===== src/rtl/mul_share_arbiter.sv =====
// Shares one combinational unsigned WIDTH x WIDTH multiplier among NUM_REQ requesters.
// Define MUL_SHARE_RR_EN for round-robin arbitration; otherwise lowest index wins.
module mul_share_arbiter #(
  parameter int WIDTH       = 8,
  parameter int NUM_REQ     = 2,
  parameter int ID_W        = 1,
  parameter int CALC_CYCLES = 1
) (
  input  logic                       clk,
  input  logic                       rst_n,
  input  logic [NUM_REQ-1:0]         req_valid,
  output logic [NUM_REQ-1:0]         req_ready,
  input  logic [NUM_REQ*WIDTH-1:0]   req_in1,
  input  logic [NUM_REQ*WIDTH-1:0]   req_in2,
  output logic                       resp_valid,
  input  logic                       resp_ready,
  output logic [ID_W-1:0]            resp_id,
  output logic [2*WIDTH-1:0]         resp_out,
  output logic                       busy
);

  localparam int CNT_W = 4;

  typedef enum logic [1:0] {
    IDLE = 2'd0,
    CALC = 2'd1,
    RESP = 2'd2
  } state_t;

  state_t state, state_nxt;

  logic [NUM_REQ-1:0] grant;
  logic [ID_W-1:0]    grant_id;
  logic               grant_any;
  logic               accept;
  logic [WIDTH-1:0]   sel1, sel2;

  logic [WIDTH-1:0]   in1_p0, in2_p0;
  logic [ID_W-1:0]    id_p0;
  logic [CNT_W-1:0]   cnt_p0;
  logic               capture;

  function automatic logic [2*WIDTH-1:0] mul_full(input logic [WIDTH-1:0] a,
                                                  input logic [WIDTH-1:0] b);
    return {{WIDTH{1'b0}}, a} * {{WIDTH{1'b0}}, b};
  endfunction

`ifdef MUL_SHARE_RR_EN
  logic [ID_W-1:0] ptr;
  int              dist;
  int              best_dist;

  // Pick the valid requester closest to (ptr+1) going upward, wrapping at NUM_REQ.
  always_comb begin
    grant_id  = '0;
    grant_any = 1'b0;
    dist      = 0;
    best_dist = NUM_REQ;
    for (int i = 0; i < NUM_REQ; i++) begin
      dist = (i + NUM_REQ - 1 - int'(ptr)) % NUM_REQ;
      if (req_valid[i] && (dist < best_dist)) begin
        best_dist = dist;
        grant_id  = ID_W'(i);
        grant_any = 1'b1;
      end
    end
  end

  always_ff @(posedge clk) begin
    if (!rst_n) begin
      ptr <= ID_W'(NUM_REQ - 1);
    end else if (accept) begin
      ptr <= grant_id;
    end
  end
`else
  always_comb begin
    grant_id  = '0;
    grant_any = 1'b0;
    for (int i = 0; i < NUM_REQ; i++) begin
      if (req_valid[i] && !grant_any) begin
        grant_id  = ID_W'(i);
        grant_any = 1'b1;
      end
    end
  end
`endif

  assign grant     = grant_any ? (NUM_REQ'(1) << grant_id) : '0;
  assign req_ready = (state == IDLE) ? grant : '0;
  assign accept    = (state == IDLE) && grant_any;

  always_comb begin
    sel1 = '0;
    sel2 = '0;
    for (int i = 0; i < NUM_REQ; i++) begin
      if (grant_id == ID_W'(i)) begin
        sel1 = req_in1[i*WIDTH +: WIDTH];
        sel2 = req_in2[i*WIDTH +: WIDTH];
      end
    end
  end

  always_ff @(posedge clk) begin
    if (!rst_n) begin
      state <= IDLE;
    end else begin
      state <= state_nxt;
    end
  end

  always_comb begin
    state_nxt = state;
    case (state)
      IDLE:    if (accept) state_nxt = CALC;
      CALC:    if (cnt_p0 == '0) state_nxt = RESP;
      RESP:    if (resp_ready) state_nxt = IDLE;
      default: state_nxt = IDLE;
    endcase
  end

  // Stage p0: operands held stable across the multicycle path into the multiplier.
  always_ff @(posedge clk) begin
    if (!rst_n) begin
      in1_p0 <= '0;
      in2_p0 <= '0;
      id_p0  <= '0;
      cnt_p0 <= '0;
    end else if (accept) begin
      in1_p0 <= sel1;
      in2_p0 <= sel2;
      id_p0  <= grant_id;
      cnt_p0 <= CNT_W'(CALC_CYCLES - 1);
    end else if ((state == CALC) && (cnt_p0 != '0)) begin
      cnt_p0 <= cnt_p0 - 1'b1;
    end
  end

  assign capture = (state == CALC) && (cnt_p0 == '0);

  // Stage p1: product captured on the last CALC cycle and held through RESP.
  always_ff @(posedge clk) begin
    if (!rst_n) begin
      resp_out <= '0;
      resp_id  <= '0;
    end else if (capture) begin
      resp_out <= mul_full(in1_p0, in2_p0);
      resp_id  <= id_p0;
    end
  end

  assign resp_valid = (state == RESP);
  assign busy       = (state != IDLE);

endmodule


===== config.mk =====
export PLATFORM = sky130hd
export DESIGN_NAME = mul_share_arbiter
export DESIGN_NICKNAME = d
export VERILOG_FILES = /design/src/rtl/mul_share_arbiter.sv
export SDC_FILE = /design/constraint.sdc
export NUM_CORES = 1
export LEC_CHECK = 0
export BUFFER_PORTS_ARGS = -buffer_cell sky130_fd_sc_hd__buf_2
export CAP_MARGIN = 0
export CORE_MARGIN = 2
export CORE_UTILIZATION = 55
export DETAILED_ROUTE_END_ITERATION = 6
export HOLD_SLACK_MARGIN = 0.03
export PLACE_DENSITY = 0.78
export SYNTH_ARGS = -nofsm -noshare
export SYNTH_HDL_FRONTEND = slang
export SYNTH_SLANG_ARGS = --single-unit

===== constraint.sdc =====
create_clock -name clk -period 4.98 [get_ports clk]
set_input_delay 0.996 -clock clk [delete_from_list [all_inputs] [get_ports clk]]
set_output_delay 0.996 -clock clk [all_outputs]
set_load 0.03 [all_outputs]

==> impl_metrics.tcl, run 1 <==
set metrics [dict create \
    outcome "completed" \
    cts.path.max_buffers 2 \
    period_needed_ns 4.282 \
    synth_fa_ha_area_frac 0.3200 \
    path_class "reg2reg" \
    worst-path-max-fanout 9 \
    rsz0062_at_grt "false" \
    slew_headroom 0.3585 \
    ys_seq_area_frac 0.2165 \
    cts_setup_buffers 0 \
    post_cts_resized 0 \
    instances_no_fill 545 \
    root_buffer "clkbuf_8" \
    hold_buffers 0 \
    fp-row-count 29 \
    cp_cell_sequence "nand2_1, fa_1, fa_1, inv_1, fa_1, inv_1, fa_1, inv_1, ha_1, o211ai_1, o211ai_1, nand3_1, and4_1, o31ai_1" \
    most-common-layout-cells "57 x buf_2, 53 x and2_1, 52 x inv_1" \
    fmax_mhz 233.5 \
    start_util 0.5759 \
    synth_top_family_by_area "adder cells" \
    grt_pass1_vias 2961 \
    worstSkewPairLatency_ns 0.29 \
    slowest_stage "fa_1" \
    ys_types 42 \
    dr_total_vias 3003 \
    slew_violations 0 \
    finalHoldViolCount 0 \
    syn2layout_area_growth_pct 10.83 \
    fp.dieArea_mm2 0.007397 \
    antenna_left 0 \
    grt_max_degree 34 \
    wirelength_um 7782 \
    antenna_found_initial 0 \
    worstSetupEndpointType "flop" \
    critPathRequiredTime_ns 5.19 \
    avgSynthCellArea_um2 8.912 \
    grt_pass1_wl_um 13500 \
    synth_edf_count 0 \
    dp_hpwl_um 6349 \
    io_pins 58 \
    synth_xor_area_frac 0.02368 \
    arrival_ns 4.49 \
    pwr_density_cell_mw_per_mm2 246.2 \
    grt_util_all_layers 0.2264 \
    ys_ff_latch 40 \
    cp_common_cell "fa_1" \
    final_common_cell "buf_2" \
    period_share 0.8598 \
    core_mm2 0.006422 \
    async_flop_share 0 \
    drt_iter0_markers 100 \
    clk_pin_slew_ns 0.08 \
    synth_compound_area_frac 0.1089 \
    tritoncts "built" \
    worst_slew_pin_slew_ns 0.9612 \
    num_antenna_cells 0 \
    htree_levels 2 \
    fin_util 0.6382 \
    setup_tns_ns 0 \
    cts_num_sinks 40 \
    setup_viol 0 \
    syn_area_mm2 0.003699 \
    drt_first_pass_iters 4 \
    numCtsBuffers 5 \
    die_y_um 86.01 \
    synthFlopType "dfxtp_1" \
    synthCells 415 \
    maxCapViolations 0 \
    ys_warn_count 0 \
    r2r_slack_ns 0.70 \
    max_stage_delay_ns 0.54 \
    dp_cells 538 \
    nets 578 \
    portBuffers 57 \
    synth_simple_gate_area_frac 0.2124 \
    drive_gt1_frac 0.1581 \
    p_leak_nw 2.050 \
    skew_ns 0.009965 \
    syn-num-nets 525 \
    via_per_inst 5.510 \
    vdd.ir_drop.worst_mv 0.1581 \
    startpoint_type "flop" \
    wl_per_cell_um 14.28 \
    die_w_um 86.01 \
    yosys-mux-area-fraction 0.04601 \
    holdCritPathClass "reg2reg" \
    gp_congestion 0.8792 \
    drc 0 \
    grt.overflow.total 0 \
]
==> cells in the mapped netlist (all sizes together), types with 3 or more instances <==
| library cell | n | area (um2) |
|---|---|---|
| mux2i | 17 | 170.2 |
| ha | 37 | 462.9 |
| dfxtp | 40 | 800.8 |
| o21ai | 8 | 40.03 |
| clkbuf | 4 | 25.02 |
| nand3 | 12 | 60.06 |
| fa | 36 | 720.7 |
| a211oi | 20 | 155.1 |
| nor3 | 4 | 20.02 |
| buf | 8 | 47.54 |
| inv | 52 | 195.2 |
| a21oi | 21 | 105.1 |
| nand2 | 36 | 135.1 |
| o31ai | 3 | 27.52 |
| xnor2 | 3 | 26.28 |
| and2 | 53 | 331.6 |
| nor2 | 28 | 112.6 |
| xor2 | 7 | 61.31 |
==> power breakdown <==
group | switching, mW | internal, mW
Combinational | 0.244 | 0.162
Clock | 0.113 | 0.0950
Sequential | 0.0463 | 0.350
==> worst max-delay path, delay by kind of cell, from the launching register on <==
kind                     cells  cell delay, ns
buffers and inverters        3            0.15
adder cells (fa/ha/maj)      5            2.45
AND/OR/NAND/NOR              3            0.50
flip-flops                   1            0.49
AO/OA/AOI/OAI                3            0.62
==> cell families (layout without fill, tap and decap cells) <==
family | Yosys count | after routing
simple gates | 149 | 149
fa+ha+maj | 73 | 73
buf+inv | 64 | 117
compound gates | 62 | 62
flops | 40 | 40
mux | 17 | 17
xor+xnor | 10 | 10
==> worst paths after layout <==
kind,startpoint,to,depth (start not counted)
worst max register to register,in2_p0[7]$_SDFFE_PN0P_,resp_out[14]$_SDFFE_PN0P_,14
worst min register to register,resp_out[8]$_SDFFE_PN0P_,resp_out[8]$_SDFFE_PN0P_,2
worst min-delay path,resp_out[8]$_SDFFE_PN0P_,resp_out[8]$_SDFFE_PN0P_,2
worst max-delay path,in2_p0[7]$_SDFFE_PN0P_,resp_out[14]$_SDFFE_PN0P_,14
==> per-stage QoR <==
step | total power, mW | hold slack [ns] | setup slack, ns | instance area [um2]
2_1_floorplan | 0.7002 | 0.4316 | 1.052 | 3699
3_3_place_gp | 0.7996 | 0.4398 | 0.8001 | 4018
3_5_place_dp | 0.8095 | 0.4407 | 0.7181 | 4018
4_1_cts | 1.019 | 0.4518 | 0.7023 | 4099
5_1_grt | 1.085 | 0.4733 | 0.4091 | 4099
6_report | 1.009 | 0.4488 | 0.6981 | 4099
==> state kept, by name, summed over array words and instances (netlist names) <==
| name | count |
|---|---|
| in1_p0 | 8 |
| state | 2 |
| resp_id | 1 |
| resp_out | 16 |
| cnt_p0 | 4 |
| in2_p0 | 8 |
| id_p0 | 1 |
==> layer usage <==
layer / track usage / up-vias / share of wire
met5: 0 / - / 0
met4: 0.07937 / 0 / 0.021
met3: 0.03754 / 14 / 0.039
met2: 0.3848 / 68 / 0.50
met1: 0.2910 / 1448 / 0.44
li1: - / 1473 / -
==> layout make-up <==
class / instances / area (um2)
multi-input cells: 311 / 2633
fillers: 545 / 2323
inverters: 52 / 195.2
well taps: 77 / 96.34
flip-flops and latches: 40 / 800.8
clock buffers: 5 / 68.82
repair buffers: 58 / 292.8
clock inverters: 2 / 12.51
Power figures use the tool's default switching activity.
==> run 2: changes to the inputs <==
--- a/config.mk
+++ b/config.mk
@@ -9,6 +9,7 @@
 export CAP_MARGIN = 0
 export CORE_MARGIN = 2
 export CORE_UTILIZATION = 55
+export CTS_BUF_LIST = sky130_fd_sc_hd__clkbuf_4 sky130_fd_sc_hd__clkbuf_8 sky130_fd_sc_hd__clkbuf_16
 export DETAILED_ROUTE_END_ITERATION = 6
 export HOLD_SLACK_MARGIN = 0.03
 export PLACE_DENSITY = 0.78
==> constraint.sdc (replaced) <==
create_clock -name clk -period 4.5 [get_ports clk]
set_input_delay 0.9 -clock clk [delete_from_list [all_inputs] [get_ports clk]]
set_output_delay 0.9 -clock clk [all_outputs]
set_load 0.03 [all_outputs]
==> impl_metrics.tcl, run 2 (synthesis results as in run 1) <==
set metrics [dict create \
    pwr_density_cell_mw_per_mm2 291.0 \
    clk_pin_slew_ns 0.09 \
    grt_pass1_vias 2892 \
    finalWorstSetupSlack_ns 0.2556 \
    fmax_mhz 235.6 \
    hold-path-endpoint "resp_out[8]$_SDFFE_PN0P_" \
    r2r_start "in2_p0[5]$_SDFFE_PN0P_" \
    drt_iter0_markers 107 \
    root_buffer "clkbuf_8" \
    top_regs "resp_out: 16 flops, in1_p0: 8 flops, in2_p0: 8 flops" \
    cts.path.max_buffers 2 \
    p_sw_mw 0.4585 \
    fill_cells 535 \
    worstSkewPairLatency_ns 0.30 \
    hold_depth 2 \
    grt_pass1_wl_um 13180 \
    power.share.switching 0.3791 \
    power_frac_clock 0.262 \
    nets 580 \
    fp-row-count 29 \
    numCtsBuffers 5 \
    path_class "reg2reg" \
    worstSetupEndpointType "flop" \
    startpoint_type "flop" \
    setup_viol 0 \
    holdCritPathClass "reg2reg" \
    drive_gt1_frac 0.1677 \
    tritoncts "built" \
    p_leak_nw 2.082 \
    grt.overflow.total 0 \
    slew_headroom 0.3821 \
    grt_use_met1 0.3024 \
    drt_first_pass_iters 4 \
    largest_register_ffs 16 \
    post_cts_resized 0 \
    slew_violations 0 \
    largest_register "resp_out" \
    period_needed_ns 4.244 \
    wirelength_um 7718 \
    fp.dieArea_mm2 0.007397 \
    dr_total_vias 2969 \
    grtUsageMet2 0.3650 \
    r2r_slack_ns 0.26 \
    hold_buffers 0 \
    place_ws_ns 0.2476 \
    via_per_inst 5.418 \
    gp_congestion 0.8964 \
    arrival_ns 4.46 \
    internal_power_mw 0.7509 \
    critPathRequiredTime_ns 4.72 \
    most-common-layout-cells "57 x buf_2, 53 x and2_1, 52 x inv_1" \
    syn2layout_area_growth_pct 12.38 \
    finalPower_mw 1.209 \
    vdd.ir_drop.worst_mv 0.1991 \
    wl_per_cell_um 14.08 \
    period_share 0.9432 \
    grt_max_degree 34 \
    grt_util_all_layers 0.2231 \
    htree_levels 2 \
    antenna_left 0 \
    hold_path_startpoint "resp_out[8]$_SDFFE_PN0P_" \
    regToRegEndpoint "resp_out[14]$_SDFFE_PN0P_" \
    cts_num_sinks 40 \
    core_mm2 0.006422 \
    num_antenna_cells 0 \
    setup_tns_ns 0 \
    skew_ns 0.009289 \
    die_y_um 86.01 \
    final_common_cell "buf_2" \
    start_util 0.5759 \
    reg2reg_depth 13 \
    grt_busiest_layer "met2" \
    maxCapViolations 0 \
    drc 0 \
    pwr-share-comb 0.377 \
    outcome "completed" \
    dp_hpwl_um 6158 \
    portBuffers 57 \
    cts_setup_buffers 0 \
    io_pins 58 \
    die_w_um 86.01 \
    antenna_found_initial 0 \
    grtUsageMet3 0.03272 \
    worst_slew_pin_slew_ns 0.9258 \
    finalHoldViolCount 0 \
    worst-path-max-fanout 9 \
    seqPwrFrac 0.361 \
    rsz0062_at_grt "false" \
]
## run 2: changes by cell type in the layout (fill, tap and decap cells not counted), sizes merged
cell / previous run / this run
buf: 58 / 60
bufinv: 0 / 1
clkbuf: 5 / 6
clkinvlp: 1 / 0
## run 2: worst max-delay path, stage by stage, from the launching register on
cell,delay [ns]
dfxtp_1,0.51
and2_1,0.20
fa_1,0.45
fa_1,0.52
fa_1,0.54
inv_1,0.06
fa_1,0.54
inv_1,0.05
ha_1,0.34
a21oi_1,0.12
a21boi_0,0.29
nand3_1,0.14
and4_1,0.22
o31ai_1,0.20
## run 2: stage by stage
step | area (um2) | cells | utilization | hold WS (ns)
floorplan | 3699 | 415 | - | 0.4316
global placement | 4033 | 540 | 0.6279 | 0.4397
detailed placement | 4033 | 540 | 0.6279 | 0.4407
CTS | 4154 | 548 | 0.6468 | 0.4526
global route | 4156 | 548 | 0.6472 | 0.4815
finish | 4156 | 548 | 0.6472 | 0.4499
## run 2: power groups by stage
stage,logic (mW),registers (mW),clock network (mW)
2_1_floorplan,0.326,0.448,0
3_3_place_gp,0.448,0.440,0
3_5_place_dp,0.457,0.443,0
4_1_cts,0.463,0.436,0.320
5_1_grt,0.519,0.445,0.334
6_report,0.456,0.437,0.317
## run 2: layout make-up
cell class                      count  area [um2]  area share
Inverter                           52       195.2     0.04696
Clock inverter                      2       38.79    0.009332
Sequential cell                    40       803.3      0.1933
Multi-Input combinational cell    311        2633      0.6334
Tap cell                           77       96.34     0.02318
Timing Repair Buffer               60       307.8     0.07405
Clock buffer                        6       82.58     0.01987
## run 2: how the worst max path moves through the flow
stage,from,to,slack [ns],cells after the start
finish,in2_p0[5]$_SDFFE_PN0P_,resp_out[14]$_SDFFE_PN0P_,0.26,13
global placement,in2_p0[7]$_SDFFE_PN0P_,resp_out[14]$_SDFFE_PN0P_,0.32,14
global route,in2_p0[6]$_SDFFE_PN0P_,resp_out[14]$_SDFFE_PN0P_,0.02,14
floorplan,in2_p0[7]$_SDFFE_PN0P_,resp_out[13]$_SDFFE_PN0P_,0.57,14
CTS,in1_p0[0]$_SDFFE_PN0P_,resp_out[14]$_SDFFE_PN0P_,0.23,14
detailed placement,in1_p0[0]$_SDFFE_PN0P_,resp_out[14]$_SDFFE_PN0P_,0.25,14
## run 2: layer usage
| metal | wire length [um] | part of all wire |
|---|---|---|
| met5 | 0 | 0 |
| met4 | 139 | 0.018 |
| met3 | 280 | 0.036 |
| met2 | 3802 | 0.49 |
| met1 | 3496 | 0.45 |
==> run 3: changes to the inputs <==
--- a/config.mk
+++ b/config.mk
@@ -7,10 +7,12 @@
 export LEC_CHECK = 0
 export BUFFER_PORTS_ARGS = -buffer_cell sky130_fd_sc_hd__buf_2
 export CAP_MARGIN = 0
+export CORE_ASPECT_RATIO = 1.1
 export CORE_MARGIN = 2
 export CORE_UTILIZATION = 55
 export CTS_BUF_LIST = sky130_fd_sc_hd__clkbuf_4 sky130_fd_sc_hd__clkbuf_8 sky130_fd_sc_hd__clkbuf_16
 export DETAILED_ROUTE_END_ITERATION = 6
+export GPL_ROUTABILITY_DRIVEN = 0
 export HOLD_SLACK_MARGIN = 0.03
 export PLACE_DENSITY = 0.78
 export SYNTH_ARGS = -nofsm -noshare
==> constraint.sdc (replaced) <==
create_clock -name clk -period 4.8 [get_ports clk]
set_input_delay 0.96 -clock clk [delete_from_list [all_inputs] [get_ports clk]]
set_output_delay 0.96 -clock clk [all_outputs]
set_load 0.03 [all_outputs]
==> impl_metrics.tcl, run 3 (synthesis results as in run 1) <==
set metrics [dict create \
    core_mm2 0.006555 \
    root_buffer "clkbuf_8" \
    die_w_um 82.19 \
    final_common_cell "buf_2" \
    fill_cells 573 \
    grt_use_met1 0.3049 \
    clk_pin_slew_ns 0.08 \
    place_area_mm2 0.004024 \
    slew_violations 0 \
    nets 578 \
    antenna_left 0 \
    most-common-layout-cells "57 x buf_2, 53 x and2_1, 52 x inv_1" \
    io_pins 58 \
    p_sw_mw 0.4259 \
    hold_buffers 0 \
    vdd.ir_drop.worst_mv 0.1902 \
    num_antenna_cells 0 \
    fp.dieArea_mm2 0.007397 \
    grt_pass1_vias 2895 \
    dp_cells 543 \
    grt_util_all_layers 0.2254 \
    grt.overflow.total 0 \
    via_per_inst 5.428 \
    tritoncts "built" \
    path_class "reg2reg" \
    drc 0 \
    period_needed_ns 4.365 \
    seqPwrFrac 0.365 \
    cts_num_sinks 40 \
    grtUsageMet2 0.3696 \
    pwr_density_cell_mw_per_mm2 272.0 \
    rsz0062_at_grt "false" \
    skew_ns 0.01054 \
    critPathRequiredTime_ns 5.05 \
    holdCritPathClass "reg2reg" \
    startpoint_type "flop" \
    grtUsageMet3 0.02410 \
    dp_hpwl_um 6174 \
    cts_setup_buffers 0 \
    start_util 0.5642 \
    outcome "completed" \
    portBuffers 57 \
    final_area_mm2 0.004145 \
    top_regs "resp_out: 16 flops, in1_p0: 8 flops, in2_p0: 8 flops" \
    post_cts_resized 0 \
    largest_register "resp_out" \
    drt_iter0_markers 96 \
    largest_register_ffs 16 \
    setup_tns_ns 0 \
    slew_headroom 0.3821 \
    arrival_ns 4.62 \
    fp-row-count 31 \
    grt_max_degree 34 \
    worstSetupEndpointType "flop" \
    antenna_found_initial 0 \
    numCtsBuffers 5 \
    maxCapViolations 0 \
    worst_slew_pin_slew_ns 0.9259 \
    period_share 0.9094 \
    grt_pass1_wl_um 13070 \
    wl_per_cell_um 14.07 \
    power_frac_clock 0.263 \
    grt_busiest_layer "met2" \
    finalHoldViolCount 0 \
    drive_gt1_frac 0.1599 \
    worst-path-max-fanout 9 \
    finalPower_mw 1.128 \
    instances_no_fill 551 \
    fmax_mhz 229.1 \
    syn2layout_area_growth_pct 12.08 \
    setup_viol 0 \
    internal_power_mw 0.7016 \
    p_leak_nw 2.071 \
    power.share.switching 0.3778 \
    htree_levels 2 \
    die_y_um 90.01 \
    drt_first_pass_iters 4 \
    worstSkewPairLatency_ns 0.31 \
    dr_total_vias 2991 \
    pwr-share-comb 0.372 \
    wirelength_um 7751 \
    cts.path.max_buffers 2 \
]
==> run 3: cell count changes in the layout (fill, tap and decap cells not counted), sizes merged <==
cell,previous run,this run
buf,60,58
==> run 3: through the flow <==
stage	hold WS [ns]	worst slack [ns]	utilization
2_1_floorplan	0.4316	0.8717	-
3_3_place_gp	0.4380	0.5400	0.6139
3_5_place_dp	0.4472	0.4626	0.6139
4_1_cts	0.4593	0.4265	0.6324
5_1_grt	0.4835	0.1350	0.6324
6_report	0.4565	0.4350	0.6324
==> run 3: area by class of cell <==
type,count,area [um2],area share
Clock inverter,2,38.79,0.009357
Multi-Input combinational cell,311,2633,0.6351
Clock buffer,6,82.58,0.01992
Tap cell,82,102.6,0.02475
Timing Repair Buffer,58,292.8,0.07063
Inverter,52,195.2,0.04709
Sequential cell,40,800.8,0.1932
==> run 3: worst max-delay path, stage by stage (launching register included) <==
cell	delay [ns]
dfxtp_1	0.54
nand2_1	0.15
fa_1	0.53
fa_1	0.55
inv_1	0.06
fa_1	0.52
inv_1	0.05
fa_1	0.53
inv_1	0.04
ha_1	0.34
nand2_1	0.08
a211oi_2	0.25
o21ai_1	0.15
or4_1	0.42
nand3_1	0.08
==> run 3: per-layer routing <==
layer  vias to the layer above  wire length (um)
met3                        10               209
li1                       1476                 -
met1                      1453              3355
met2                        52              4064
met5                         -                 0
met4                         0               122
==> run 3: final timing paths <==
path	startpoint	to	slack, ns	cells past startpoint
max	in1_p0[0]$_SDFFE_PN0P_	resp_out[11]$_SDFFE_PN0P_	0.44	14
min	resp_out[0]$_SDFFE_PN0P_	resp_out[0]$_SDFFE_PN0P_	0.46	2
max reg2reg	in1_p0[0]$_SDFFE_PN0P_	resp_out[11]$_SDFFE_PN0P_	0.44	14
min reg2reg	resp_out[0]$_SDFFE_PN0P_	resp_out[0]$_SDFFE_PN0P_	0.46	2
==> run 3: power groups by stage <==
stage	clock network, mW	logic, mW	registers [mW]
2_1_floorplan	0	0.306	0.420
3_3_place_gp	0	0.411	0.417
3_5_place_dp	0	0.421	0.418
4_1_cts	0.302	0.427	0.410
5_1_grt	0.311	0.476	0.418
6_report	0.296	0.420	0.412
